[config.mk]
export PLATFORM = sky130hd
export DESIGN_NAME = mem_share_ctrl
export DESIGN_NICKNAME = d
export VERILOG_FILES = /design/src/rtl/mem_share_ctrl_pkg.sv /design/src/rtl/mem_share_ctrl_arb.sv /design/src/rtl/mem_share_ctrl.sv
export SDC_FILE = /design/constraint.sdc
export NUM_CORES = 1
export LEC_CHECK = 0
export CORE_AREA = 2 2 68 70
export CTS_CLUSTER_SIZE = 24
export DETAILED_ROUTE_END_ITERATION = 8
export DIE_AREA = 0 0 70 72
export PLACE_DENSITY_LB_ADDON = 0.12
export SETUP_SLACK_MARGIN = 0.4
export SYNTH_ARGS = -nofsm -noshare
export SYNTH_HDL_FRONTEND = slang
export SYNTH_HIERARCHICAL = 1
export SYNTH_SLANG_ARGS = --single-unit
[constraint.sdc]
create_clock -name clk -period 4.1 [get_ports clk]
set_input_delay 0.82 -clock clk [delete_from_list [all_inputs] [get_ports clk]]
set_output_delay 0.82 -clock clk [all_outputs]
set_load 0.1 [all_outputs]
[src/rtl/mem_share_ctrl_pkg.sv]
// ---------------------------------------------------------------------------
// mem_share_ctrl_pkg
// Shared constants for the two-port memory sharing controller:
//   state_t    - sequencer states (IDLE, ACCESS, DONE)
//   ROM_LIMIT  - first SRAM address; everything below it is ROM
//   GNT_A/B    - requester identifiers used by the arbiter and sequencer
// ---------------------------------------------------------------------------
package mem_share_ctrl_pkg;

  typedef enum logic [1:0] {
    IDLE   = 2'd0,
    ACCESS = 2'd1,
    DONE   = 2'd2
  } state_t;

  localparam logic [6:0] ROM_LIMIT = 7'h40;

  localparam logic GNT_A = 1'b0;
  localparam logic GNT_B = 1'b1;

endpackage : mem_share_ctrl_pkg

[src/rtl/mem_share_ctrl_arb.sv]
// ---------------------------------------------------------------------------
// rr_arb2
// Combinational two-way round-robin arbiter.
//   req_a, req_b : requests from A and B
//   last         : requester that was granted most recently (GNT_A / GNT_B)
//   gnt_valid    : at least one request is present
//   gnt_id       : winner; on a tie the requester that is not 'last' wins
// ---------------------------------------------------------------------------
module rr_arb2
  import mem_share_ctrl_pkg::*;
(
  input  logic req_a,
  input  logic req_b,
  input  logic last,
  output logic gnt_valid,
  output logic gnt_id
);

  always_comb begin
    gnt_valid = req_a | req_b;
    gnt_id    = GNT_A;
    if (req_a && req_b) begin
      gnt_id = ~last;
    end else if (req_b) begin
      gnt_id = GNT_B;
    end
  end

endmodule : rr_arb2

[src/rtl/mem_share_ctrl.sv]
// ---------------------------------------------------------------------------
// mem_share_ctrl
// Serialises read/write requests from two requesters (A, B) onto a single
// memory port with round-robin fairness and optional ROM write protection.
// Each transaction takes three cycles: IDLE (grant) -> ACCESS -> DONE, with
// the ack pulse appearing in the cycle after DONE's closing edge.
//
// Ports:
//   clk, rst_n                  clock, asynchronous active-low reset
//   a_req/a_we/a_addr/a_wdata   requester A command (held until a_ack)
//   a_ack/a_err/a_rdata         requester A completion, error, read data
//   b_*                         same for requester B
//   mem_we/mem_addr/mem_din     memory command (registered)
//   mem_dout                    memory read data (combinational from mem_addr)
//   busy                        high whenever the sequencer is not in IDLE
// ---------------------------------------------------------------------------
module mem_share_ctrl
  import mem_share_ctrl_pkg::*;
#(
  parameter int ADDR_W = 7,
  parameter int DATA_W = 8,
  parameter bit ROM_WP = 1'b1
) (
  input  logic              clk,
  input  logic              rst_n,
  input  logic              a_req,
  input  logic              a_we,
  input  logic [ADDR_W-1:0] a_addr,
  input  logic [DATA_W-1:0] a_wdata,
  output logic              a_ack,
  output logic              a_err,
  output logic [DATA_W-1:0] a_rdata,
  input  logic              b_req,
  input  logic              b_we,
  input  logic [ADDR_W-1:0] b_addr,
  input  logic [DATA_W-1:0] b_wdata,
  output logic              b_ack,
  output logic              b_err,
  output logic [DATA_W-1:0] b_rdata,
  output logic              mem_we,
  output logic [ADDR_W-1:0] mem_addr,
  output logic [DATA_W-1:0] mem_din,
  input  logic [DATA_W-1:0] mem_dout,
  output logic              busy
);

  localparam logic [ADDR_W-1:0] ROM_LIMIT_W = ADDR_W'(ROM_LIMIT);

  state_t state_reg;
  logic   last_grant_reg;
  logic   gnt_id_reg;
  logic   err_q_reg;
  logic   we_q_reg;

  logic              arb_gnt_valid;
  logic              arb_gnt_id;
  logic              sel_we;
  logic [ADDR_W-1:0] sel_addr;
  logic [DATA_W-1:0] sel_wdata;
  logic              sel_protect;

  rr_arb2 u_arb (
    .req_a     (a_req),
    .req_b     (b_req),
    .last      (last_grant_reg),
    .gnt_valid (arb_gnt_valid),
    .gnt_id    (arb_gnt_id)
  );

  // Command fields of whichever requester the arbiter picks this cycle.
  // Only sampled in IDLE, so a waiting requester's fields are never used.
  always_comb begin
    sel_we      = (arb_gnt_id == GNT_B) ? b_we    : a_we;
    sel_addr    = (arb_gnt_id == GNT_B) ? b_addr  : a_addr;
    sel_wdata   = (arb_gnt_id == GNT_B) ? b_wdata : a_wdata;
    sel_protect = ROM_WP && sel_we && (sel_addr < ROM_LIMIT_W);
  end

  always_ff @(posedge clk or negedge rst_n) begin
    if (!rst_n) begin
      state_reg      <= IDLE;
      last_grant_reg <= GNT_B;   // A wins the first tie after reset
      gnt_id_reg     <= GNT_A;
      err_q_reg      <= 1'b0;
      we_q_reg       <= 1'b0;
      a_ack          <= 1'b0;
      a_err          <= 1'b0;
      a_rdata        <= '0;
      b_ack          <= 1'b0;
      b_err          <= 1'b0;
      b_rdata        <= '0;
      mem_we         <= 1'b0;
      mem_addr       <= '0;
      mem_din        <= '0;
      busy           <= 1'b0;
    end else begin
      // Ack/err are single-cycle pulses; only DONE raises them.
      a_ack <= 1'b0;
      a_err <= 1'b0;
      b_ack <= 1'b0;
      b_err <= 1'b0;

      case (state_reg)
        IDLE: begin
          if (arb_gnt_valid) begin
            gnt_id_reg <= arb_gnt_id;
            mem_addr   <= sel_addr;
            mem_din    <= sel_wdata;
            mem_we     <= sel_we & ~sel_protect;
            err_q_reg  <= sel_protect;
            we_q_reg   <= sel_we;
            busy       <= 1'b1;
            state_reg  <= ACCESS;
          end else begin
            mem_we <= 1'b0;
            busy   <= 1'b0;
          end
        end

        ACCESS: begin
          // Write commits in the memory at this edge; reads capture here.
          // A rejected write is always a write, so it never touches rdata.
          if (!we_q_reg && !err_q_reg) begin
            if (gnt_id_reg == GNT_B) begin
              b_rdata <= mem_dout;
            end else begin
              a_rdata <= mem_dout;
            end
          end
          mem_we         <= 1'b0;
          last_grant_reg <= gnt_id_reg;
          busy           <= 1'b1;
          state_reg      <= DONE;
        end

        DONE: begin
          if (gnt_id_reg == GNT_B) begin
            b_ack <= 1'b1;
            b_err <= err_q_reg;
          end else begin
            a_ack <= 1'b1;
            a_err <= err_q_reg;
          end
          busy      <= 1'b0;
          state_reg <= IDLE;
        end

        default: begin
          mem_we    <= 1'b0;
          busy      <= 1'b0;
          state_reg <= IDLE;
        end
      endcase
    end
  end

endmodule : mem_share_ctrl

## Yosys cells after proc, flatten, opt, wreduce, memory -nomap -nowiden

Cells that the tools add are included.
Widths: inputs -> output; s select.

| storage, ports and cells | value |
|---|---|
| flip-flop bits (word level) | 43 |
| logic and storage cells | 52 |

| operators by class | value |
|---|---|
| magnitude comparators | 1 |
| equal/unequal tests | 3 |
| muxes and demuxes | 19 |
| bitwise operators | 5 |
| reduce and logical (&&, ||, !) cells | 9 |

Operator list:

| kind | number |
|---|---|
| $mux 1 | 13 |
| $mux 8 | 1 |
| $lt 7x7->1 const B | 1 |
| $mux 7 | 1 |
| $reduce_and 3->1 | 2 |
| $pmux 1 s2 | 2 |
| $pmux 2 s2 | 1 |
| $logic_and 1x1->1 | 3 |
| $not 1->1 | 3 |
| $eq 2x1->1 const B | 1 |
| $eq 2x2->1 const B | 1 |
| $logic_not 1->1 | 2 |
| $logic_not 2->1 | 1 |
| $mux 2 | 1 |
| $ne 2x2->1 const B | 1 |
| $reduce_and 2->1 | 1 |
| $and 1x1->1 | 1 |
| $or 1x1->1 | 1 |

## Longest topological paths before layout

Gate-level depths: netlist of the first run.

| depth | value |
|---|---|
| depth in word-level cells | 9 |
| gate-level depth with buffers | 6 |
| mapped depth without buffers | 5 |

## Hierarchy

Netlist of the first run, hierarchy kept.

Modules (own cells, without submodules):

| module | times used | cells each | area an instance (um^2) | sequential area each (um^2) |
|---|---|---|---|---|
| mem_share_ctrl | 1 | 135 | 1790.5 | 1077.3 |
| rr_arb2 | 1 | 2 | 13.8 | 0.0 |

## Least setup slack after synthesis of the first run

Ideal clock, no wire load.

| path | value |
|---|---|
| kind | input port to flip-flop |
| from | input port b_req |
| to | register mem_addr[0] |
| library setup time | 0.125 ns |
| arrival | 1.700 ns |
| required time | 3.975 ns |
| slack | 2.275 ns |
| cell stages on the path | 5 |
| buffers on the path | 2 |
| path through | a21boi_1 > buf_2 > buf_2 > mux2i_1 > o21ai_1 |

| on the way | value |
|---|---|
| word-level cells in the longest chain between the ends | 3 |
| elaborated cells between the ends (all ways) | 6 |

RTL lines:

| item | line | RTL |
|---|---|---|
| from (decl) | mem_share_ctrl.sv:33 | `input logic b_req,` |
| $mux 1 / $logic_and 1x1->1 (equally long branches) | mem_share_ctrl_arb.sv:24, mem_share_ctrl_arb.sv:22 |  |
| $mux 1 | mem_share_ctrl_arb.sv:22 | `if (req_a && req_b) begin` |
| $mux 7 | mem_share_ctrl.sv:74 | `sel_addr = (arb_gnt_id == GNT_B) ? b_addr : a_addr;` |
| to (signal assigned) | mem_share_ctrl.sv:107 | `mem_addr <= sel_addr;` |
| to (decl) | mem_share_ctrl.sv:41 | `output logic [ADDR_W-1:0] mem_addr,` |

Parallel ways exist; a longest one is shown, timed or not.
A chain may end at the register's enable or synchronous reset.

## Worst setup path after layout of the first run

| path | value |
|---|---|
| from | register mem_din[7] |
| to | output port mem_din[7] |

RTL lines:

| item | line | RTL |
|---|---|---|
| from (decl) | mem_share_ctrl.sv:42 | `output logic [DATA_W-1:0] mem_din,` |
| from (signal assigned) | mem_share_ctrl.sv:108 | `mem_din <= sel_wdata;` |

No word-level cell between the ends.

==> impl_metrics.py, run 1 <==
metrics = {
    "setup_path": {
        "endpoint": "mem_din[7]",
        "worst-r2r-cell-count": 3,
        "r2r-end": "err_q_reg",
        "max_stage_delay_ns": 1.16,
        "crit_family": "buffers and inverters",
        "r2r_slack_ns": 2.30,
        "required_ns": 3.28,
        "startpoint": "mem_din[7]",
        "path_cells": "clkdlybuf4s50_1",
        "cpMaxStageDelayCell": "clkdlybuf4s50_1",
        "path_depth": 1,
        "timing.rr.start": "state_reg[1]",
        "crit_buf_inv": 1,
        "criticalPathCategory": "reg2out",
        "start_kind": "register",
        "cp.arrival_ns": 1.80,
        "critPathMaxFanout": 2,
        "endpoint_kind": "output pin",
    },
    "clock_network": {
        "cts_setup_buffers": 0,
        "clock_sink_count": 43,
        "htreeDepth": 2,
        "cts_buffers": 5,
        "clock_latency_ns": 0.29,
        "cts_tree": "yes",
        "cts.clk_slew.worst_paths_ns": 0.08,
        "hold_buffers": 0,
        "post_cts_resized": 0,
        "cts_buffer_depth": 2,
        "cts_root_buffer": "clkbuf_8",
    },
    "route": {
        "ant_nets": 0,
        "vias": 1277,
        "avgViaCountPerCell": 4.712,
        "drcViolationCount": 0,
        "wl_per_cell_um": 13.45,
        "wl_um": 3646,
        "dr.pass1.iters": 2,
        "drt_iter0_markers": 29,
    },
    "global_route": {
        "grt_pass1_wl_um": 6058,
        "grt_pass1_vias": 1279,
        "track_usage_pct": 15.53,
        "grt_max_degree": 44,
        "antenna_found_initial": 0,
        "overflow": 0,
    },
    "worst_hold_path": {
        "hold_class": "reg2reg",
        "min_path_cells": 2,
    },
    "synthesis": {
        "yosysSeqAreaShare_pct": 59.71,
        "synth_cell_type_count": 23,
        "synth_top_cell_by_area": "dfrtp_1",
        "yosysWarnings": 6,
        "synth_edf_count": 0,
        "ys_ff_latch": 43,
        "synthCells": 137,
        "synth_area_um2": 1804,
        "synthTopCellsByArea": "dfrtp_1, mux2i_1, mux2_4, mux2_2, nand2_1",
        "synth_area_per_cell_um2": 13.17,
        "synth_fp_nets": 181,
        "synthArstFlopShare_pct": 100.0,
        "synth_flop_cell": "dfrtp_1",
        "yosysTopAreaCellShare_pct": 58.25,
    },
    "timing": {
        "worstMarginPinSlew_ns": 1.011,
        "period_needed_ns": 2.619,
        "slew_headroom_pct": 32.59,
        "finalCritPeriodShare_pct": 63.87,
        "maxSlewViolCount": 0,
        "skew_ns": 0.007031,
        "setup_violations": 0,
        "fmax_mhz": 381.9,
        "grt_setup_unrepaired": "false",
        "hold_viol_final": 0,
        "tns_ns": 0,
    },
    "layout": {
        "fillers": 322,
        "fin_cells": 271,
        "drive_gt1_share_pct": 13.70,
        "syn_to_final_growth_pct": 52.36,
        "antenna_cells": 0,
        "top_regs": "a_rdata: 8 flops, b_rdata: 8 flops, mem_din: 8 flops",
        "fin_area_um2": 2749,
        "layout.nets": 262,
    },
    "place": {
        "port_buffers": 80,
        "place_congestion": 0.7357,
        "dp_hpwl_um": 2725,
        "place_inst": 263,
        "post_dp_cell_area_um2": 2616,
    },
    "floorplan": {
        "die_y_um": 72,
        "fp-row-count": 24,
        "die_w_um": 70,
        "start_util_pct": 42.31,
        "io_pins": 81,
        "coreArea_um2": 4264,
        "die_area_um2": 5040,
    },
    "flow_run": {
        "max-cap-violations": 0,
    },
    "outcome": {
        "run_status": "complete, no violations",
    },
}
[layout make-up]
class | count | area, um^2 | share of cell area, %
tap | 52 | 65.06 | 2.367
sequential | 43 | 1077 | 39.19
clock buffer | 6 | 72.57 | 2.640
inverter | 1 | 3.754 | 0.1365
timing repair buffer | 81 | 803.3 | 29.22
clock inverter | 2 | 60.06 | 2.185
multi-input combinational | 86 | 666.9 | 24.26
[cell usage after synthesis (2+ instances only)]
| library cell | number |
|---|---|
| nor2b_1 | 2 |
| mux2_4 | 8 |
| buf_6 | 4 |
| mux2i_1 | 16 |
| mux2_2 | 9 |
| o21ai_1 | 15 |
| dfrtp_1 | 42 |
| nor2_1 | 4 |
| and2b_1 | 2 |
| buf_2 | 3 |
| nand2_1 | 20 |
[worst reg2reg max path, delay by kind of cell, from the launching register on]
family           cells  cell delay, ns
AO/OA/AOI/OAI        1            0.24
flip-flops           1            0.45
AND/OR/NAND/NOR      2            1.00
[stage by stage]
step                utilization (%)  setup slack (ns)  hold slack (ns)
finish                        64.47             1.481           0.4872
global route                  64.47             1.315           0.5203
floorplan                         -             2.275           0.4958
detailed placement            61.36             1.231           0.4741
global placement              61.36             1.283           0.4667
CTS                           64.47             1.452           0.4927
[kinds of logic (layout without fill, tap and decap cells)]
kind of cell / count (synthesis) / count (layout) / share of synthesized area (%)
AO/OA/AOI/OAI: 19 / 19 / 5.895
buffers and inverters: 8 / 90 / 3.536
AND/OR/NAND/NOR: 34 / 34 / 9.709
multiplexers: 33 / 33 / 21.15
flip-flops: 43 / 43 / 59.71
[how the worst min path moves through the flow]
stage,start,end,slack [ns]
after detailed placement,mem_we,mem_we,0.47
after global placement,mem_din[5],mem_din[5],0.47
after global routing,mem_we,mem_we,0.52
after CTS,mem_we,mem_we,0.49
after floorplan,state_reg[1],busy,0.50
final,mem_we,mem_we,0.49
[metal layers]
| layer | vias up | GRT usage (%) | part of all wire (%) |
|---|---|---|---|
| met5 | - | 0 | 0 |
| met1 | 582 | 17.40 | 41 |
| met2 | 57 | 27.41 | 49 |
| met4 | 0 | 5.769 | 2.0 |
| li1 | 629 | - | - |
| met3 | 9 | 5.556 | 7.9 |
[placed cells by master, fill, tap and decap left out, types with 2 or more instances in the layout]
cell type and instances:
o21ai_1 15, mux2_4 8, mux2_2 9, clkdlybuf4s50_1 79, clkbuf_8 5, nand2_1 20
dfrtp_1 42, nor2b_1 2, and2b_1 2, bufinv_16 2, nor2_1 4, mux2i_1 16
Power of run 1 is left out: the tool's default activity adds up to more than one toggle a clock period on the data nets, which glitch-free logic cannot reach.
==> inputs of run 2 (changes only) <==
Settings changed: CORE_AREA 2 2 68 70 to 2 2 70 72, DIE_AREA 0 0 70 72 to 0 0 72 74.
Clock period 4.1 ns to 2.5 ns, I/O delays scaled along.
==> run 2 against run 1 <==
  * Cell count up 1.1%
  * Utilization down 6.8 points
  * Setup slack worse by 0.86 ns
  * Die area up 5.7%
  * Flip-flop and latch count unchanged
  * Highest routed layer unchanged
==> impl_metrics.py, run 2 (same netlist as run 1, synthesis figures left out) <==
metrics = {
    "outcome": {
        "run_status": "complete, no violations",
    },
    "floorplan": {
        "io_pins": 81,
        "fp-row-count": 25,
        "die_w_um": 72,
        "die_y_um": 74,
        "die_area_um2": 5328,
        "start_util_pct": 39.24,
        "coreArea_um2": 4598,
    },
    "clock_network": {
        "hold_buffers": 0,
        "cts_buffers": 5,
        "clock_latency_ns": 0.29,
        "clock_sink_count": 43,
        "post_cts_resized": 0,
        "cts_buffer_depth": 2,
        "cts_setup_buffers": 0,
        "cts_root_buffer": "clkbuf_8",
        "htreeDepth": 2,
        "cts_tree": "yes",
        "cts.clk_slew.worst_paths_ns": 0.08,
    },
    "timing": {
        "worstMarginPinSlew_ns": 0.9401,
        "slew_headroom_pct": 37.33,
        "hold_viol_final": 0,
        "maxSlewViolCount": 0,
        "skew_ns": 0.006040,
        "period_needed_ns": 1.880,
        "grt_setup_unrepaired": "false",
        "fmax_mhz": 531.9,
        "tns_ns": 0,
        "setup_violations": 0,
        "finalCritPeriodShare_pct": 75.21,
    },
    "layout": {
        "syn_to_final_growth_pct": 46.95,
        "top_regs": "a_rdata: 8 flops, b_rdata: 8 flops, mem_din: 8 flops",
        "multi_input_area_um2": 666.9,
        "drive_gt1_share_pct": 31.36,
        "layout_common_cells": "dfrtp_1, clkdlybuf4s50_1, buf_4",
        "antenna_cells": 0,
        "fillers": 379,
        "register_area_um2": 1077,
        "layout.nets": 263,
    },
    "place": {
        "port_buffers": 80,
        "place_congestion": 0.7266,
        "dp_hpwl_um": 2808,
    },
    "global_route": {
        "grt_max_degree": 44,
        "overflow": 0,
        "antenna_found_initial": 0,
        "grt_pass1_vias": 1344,
        "track_usage_pct": 15.38,
        "grt_pass1_wl_um": 6320,
    },
    "route": {
        "wl_per_cell_um": 13.74,
        "wl_um": 3765,
        "avgViaCountPerCell": 4.719,
        "drt_iter0_markers": 58,
        "drcViolationCount": 0,
        "ant_nets": 0,
        "dr.pass1.iters": 3,
        "vias": 1293,
    },
    "worst_hold_path": {
        "hold_class": "in2async",
    },
    "setup_path": {
        "endpoint_kind": "register",
        "criticalPathCategory": "in2reg",
        "critPathMaxFanout": 31,
        "cp.arrival_ns": 2.08,
        "required_ns": 2.70,
        "timing.rr.start": "state_reg[1]",
        "start_kind": "input port",
        "startpoint": "a_req",
    },
    "flow_run": {
        "max-cap-violations": 0,
    },
}
## run 2: cell types whose count changed in the layout (fill, tap and decap cells not counted), sizes merged
cell           before  now
clkdlybuf4s50      79   42
buf                 2   40
bufinv              2    1
clkinv              0    1
## run 2: per-layer routing
layer  GRT usage [%]  vias to the layer above  share of wire [%]
met2           26.65                       53                 50
li1                -                      629                  -
met3           4.472                        5                7.6
met1           18.36                      606                 41
met4           5.660                        0                1.2
met5               0                        -                  0
## run 2: through the flow
step	hold slack (ns)	worst slack, ns	area, um^2	util, %	std cells
floorplan	0.2044	0.9954	1804	-	137
global placement	0.4714	0.3544	2534	55.10	266
detailed placement	0.4766	0.3330	2534	55.10	266
CTS	0.3890	0.6328	2651	57.66	274
global route	0.4414	0.5444	2651	57.66	274
finish	0.3520	0.6198	2651	57.66	274
## run 2: final timing paths
kind	to	slack [ns]	cells after the start
setup / recovery	mem_we	0.62	5
hold / removal	b_rdata[4]	0.35	1
setup reg to reg	a_rdata[4]	0.78	3
hold reg to reg	mem_addr[4]	0.49	2
max in group asynchronous	mem_addr[5]	1.57	1
min in group clk	mem_addr[4]	0.49	2
## run 2: final cells by class
type,instances,share of cell area [%]
Sequential cell,43,40.63
Timing Repair Buffer,82,27.09
Multi-Input combinational cell,86,25.15
Clock buffer,6,3.115
Tap cell,54,2.548
Clock inverter,2,1.321
Inverter,1,0.1416
## run 2: critical path: stages
cell	delay [ns]
clkdlybuf4s50_1	0.49
or2_1	0.12
or3b_1	0.43
buf_4	0.26
o31ai_1	0.26
Power of run 2 is left out for the same reason.
==> inputs of run 3 (changes only) <==
Settings changed: CORE_AREA 2 2 70 72 to 2 2 73 75, DIE_AREA 0 0 72 74 to 0 0 75 77.
Clock period 2.5 ns to 1.7 ns, I/O delays scaled along.
==> run 3 against run 2 <==
  * The run now ends with hold timing left
  * Register-to-register slack worse by 0.56 ns
  * Sequential share of layout area is 9.4 points lower
  * Clock-buffer cell count stayed put
==> impl_metrics.py, run 3 (same netlist as run 1, synthesis figures left out) <==
metrics = {
    "clock_network": {
        "cts_tree": "yes",
        "cts_buffer_depth": 2,
        "cts.clk_slew.worst_paths_ns": 0.08,
        "htreeDepth": 2,
        "hold_buffers": 0,
        "clock_latency_ns": 0.29,
        "clock_sink_count": 43,
        "cts_root_buffer": "clkbuf_8",
        "cts_buffers": 5,
    },
    "setup_path": {
        "required_ns": 1.87,
        "start_kind": "register",
        "cpMaxStageDelayCell": "dfrtp_1",
        "critPathMaxFanout": 8,
        "path_cells": "nor4b_4, and2b_2, buf_12, mux2_4",
        "endpoint_kind": "register",
        "max_stage_delay_ns": 0.41,
        "criticalPathCategory": "reg2reg",
        "crit_family": "simple AND/OR/NAND/NOR gates",
        "crit_buf_inv": 1,
        "cp.arrival_ns": 1.65,
    },
    "floorplan": {
        "start_util_pct": 36.25,
        "die_w_um": 75,
        "fp-row-count": 26,
        "die_y_um": 77,
        "coreArea_um2": 4977,
        "die_area_um2": 5775,
        "io_pins": 81,
    },
    "timing": {
        "hold_ws_ns": -0.0007245,
        "fmax_mhz": 674.7,
        "maxSlewViolCount": 0,
        "setup_violations": 0,
        "finalCritPeriodShare_pct": 87.18,
        "skew_ns": 0.009738,
        "period_needed_ns": 1.482,
        "hold_viol_final": 1,
        "slew_headroom_pct": 68.11,
        "grt_setup_unrepaired": "true",
        "worstMarginPinSlew_ns": 0.4784,
    },
    "route": {
        "vias": 1407,
        "ant_nets": 0,
        "drt_iter0_markers": 54,
        "avgViaCountPerCell": 4.613,
        "wl_um": 4539,
        "drcViolationCount": 0,
        "dr.pass1.iters": 4,
        "wl_per_cell_um": 14.88,
    },
    "layout": {
        "final_common_cell": "dfrtp_1",
        "fin_area_um2": 3450,
        "antenna_cells": 0,
        "drive_gt1_share_pct": 40.00,
        "layout_common_cells": "dfrtp_1, clkdlybuf4s50_1, buf_12",
        "syn_to_final_growth_pct": 91.19,
        "top_regs": "a_rdata: 8 flops, b_rdata: 8 flops, mem_din: 8 flops",
        "layout.nets": 278,
    },
    "global_route": {
        "antenna_found_initial": 0,
        "grt_max_degree": 24,
        "track_usage_pct": 16.92,
        "grt_pass1_vias": 1490,
        "grt_pass1_wl_um": 7396,
        "overflow": 0,
    },
    "place": {
        "port_buffers": 80,
        "place_congestion": 0.7157,
        "post_dp_cell_area_um2": 3107,
        "dp_hpwl_um": 3099,
    },
    "outcome": {
        "run_status": "complete, but fails checks",
        "violations": "hold timing",
    },
    "flow_run": {
        "max-cap-violations": 0,
    },
    "worst_hold_path": {
        "hold_class": "in2async",
    },
}
==> run 3: metrics by stage <==
stage	TNS (ns)	setup WS, ns	instances	utilization [%]
final	0	0.2179	305	69.31
after CTS	0	0.2001	305	68.23
after floorplan	0	0.2947	137	-
after global routing	0	0.1586	305	69.31
after detailed placement	-3.415	-0.2200	289	62.42
after global placement	-2.784	-0.1710	289	62.42
==> run 3: final cells by class <==
class | count | area, um^2
Clock buffer | 6 | 82.58
Clock inverter | 2 | 35.03
Fill cell | 333 | 1528
Inverter | 1 | 3.754
Multi-Input combinational cell | 87 | 758.2
Sequential cell | 43 | 1079
Tap cell | 70 | 87.58
Timing Repair Buffer | 96 | 1404
==> run 3: metal layers <==
metal | wire [um] | GRT usage [%] | up-vias
met5 | 0 | 0 | -
met4 | 23 | 3.750 | 0
met3 | 390 | 7.096 | 2
met2 | 2437 | 29.12 | 60
met1 | 1688 | 19.13 | 683
li1 | - | - | 662
==> run 3: repair_timing <==
| item | CTS | global route |
|---|---|---|
| endpoints found under the setup margin | 36 | 36 |
| setup buffers | 3 | 0 |
| pin swaps | 4 | 4 |
| gates resized for setup | 19 | 11 |
| gates cloned | 5 | 0 |
==> run 3: final timing paths <==
| path | slack, ns | from | depth (start not counted) | end |
|---|---|---|---|---|
| worst max register to register | 0.22 | we_q_reg | 4 | a_rdata[6] |
| min in group clk | 0.55 | mem_din[3] | 2 | mem_din[3] |
| worst min register to register | 0.55 | mem_din[3] | 2 | mem_din[3] |
| worst min-delay path | -0.0007 | rst_n | 1 | b_err |
| worst max-delay path | 0.22 | we_q_reg | 4 | a_rdata[6] |
| max in group asynchronous | 1.13 | rst_n | 2 | last_grant_reg |
Power of run 3 is left out for the same reason.
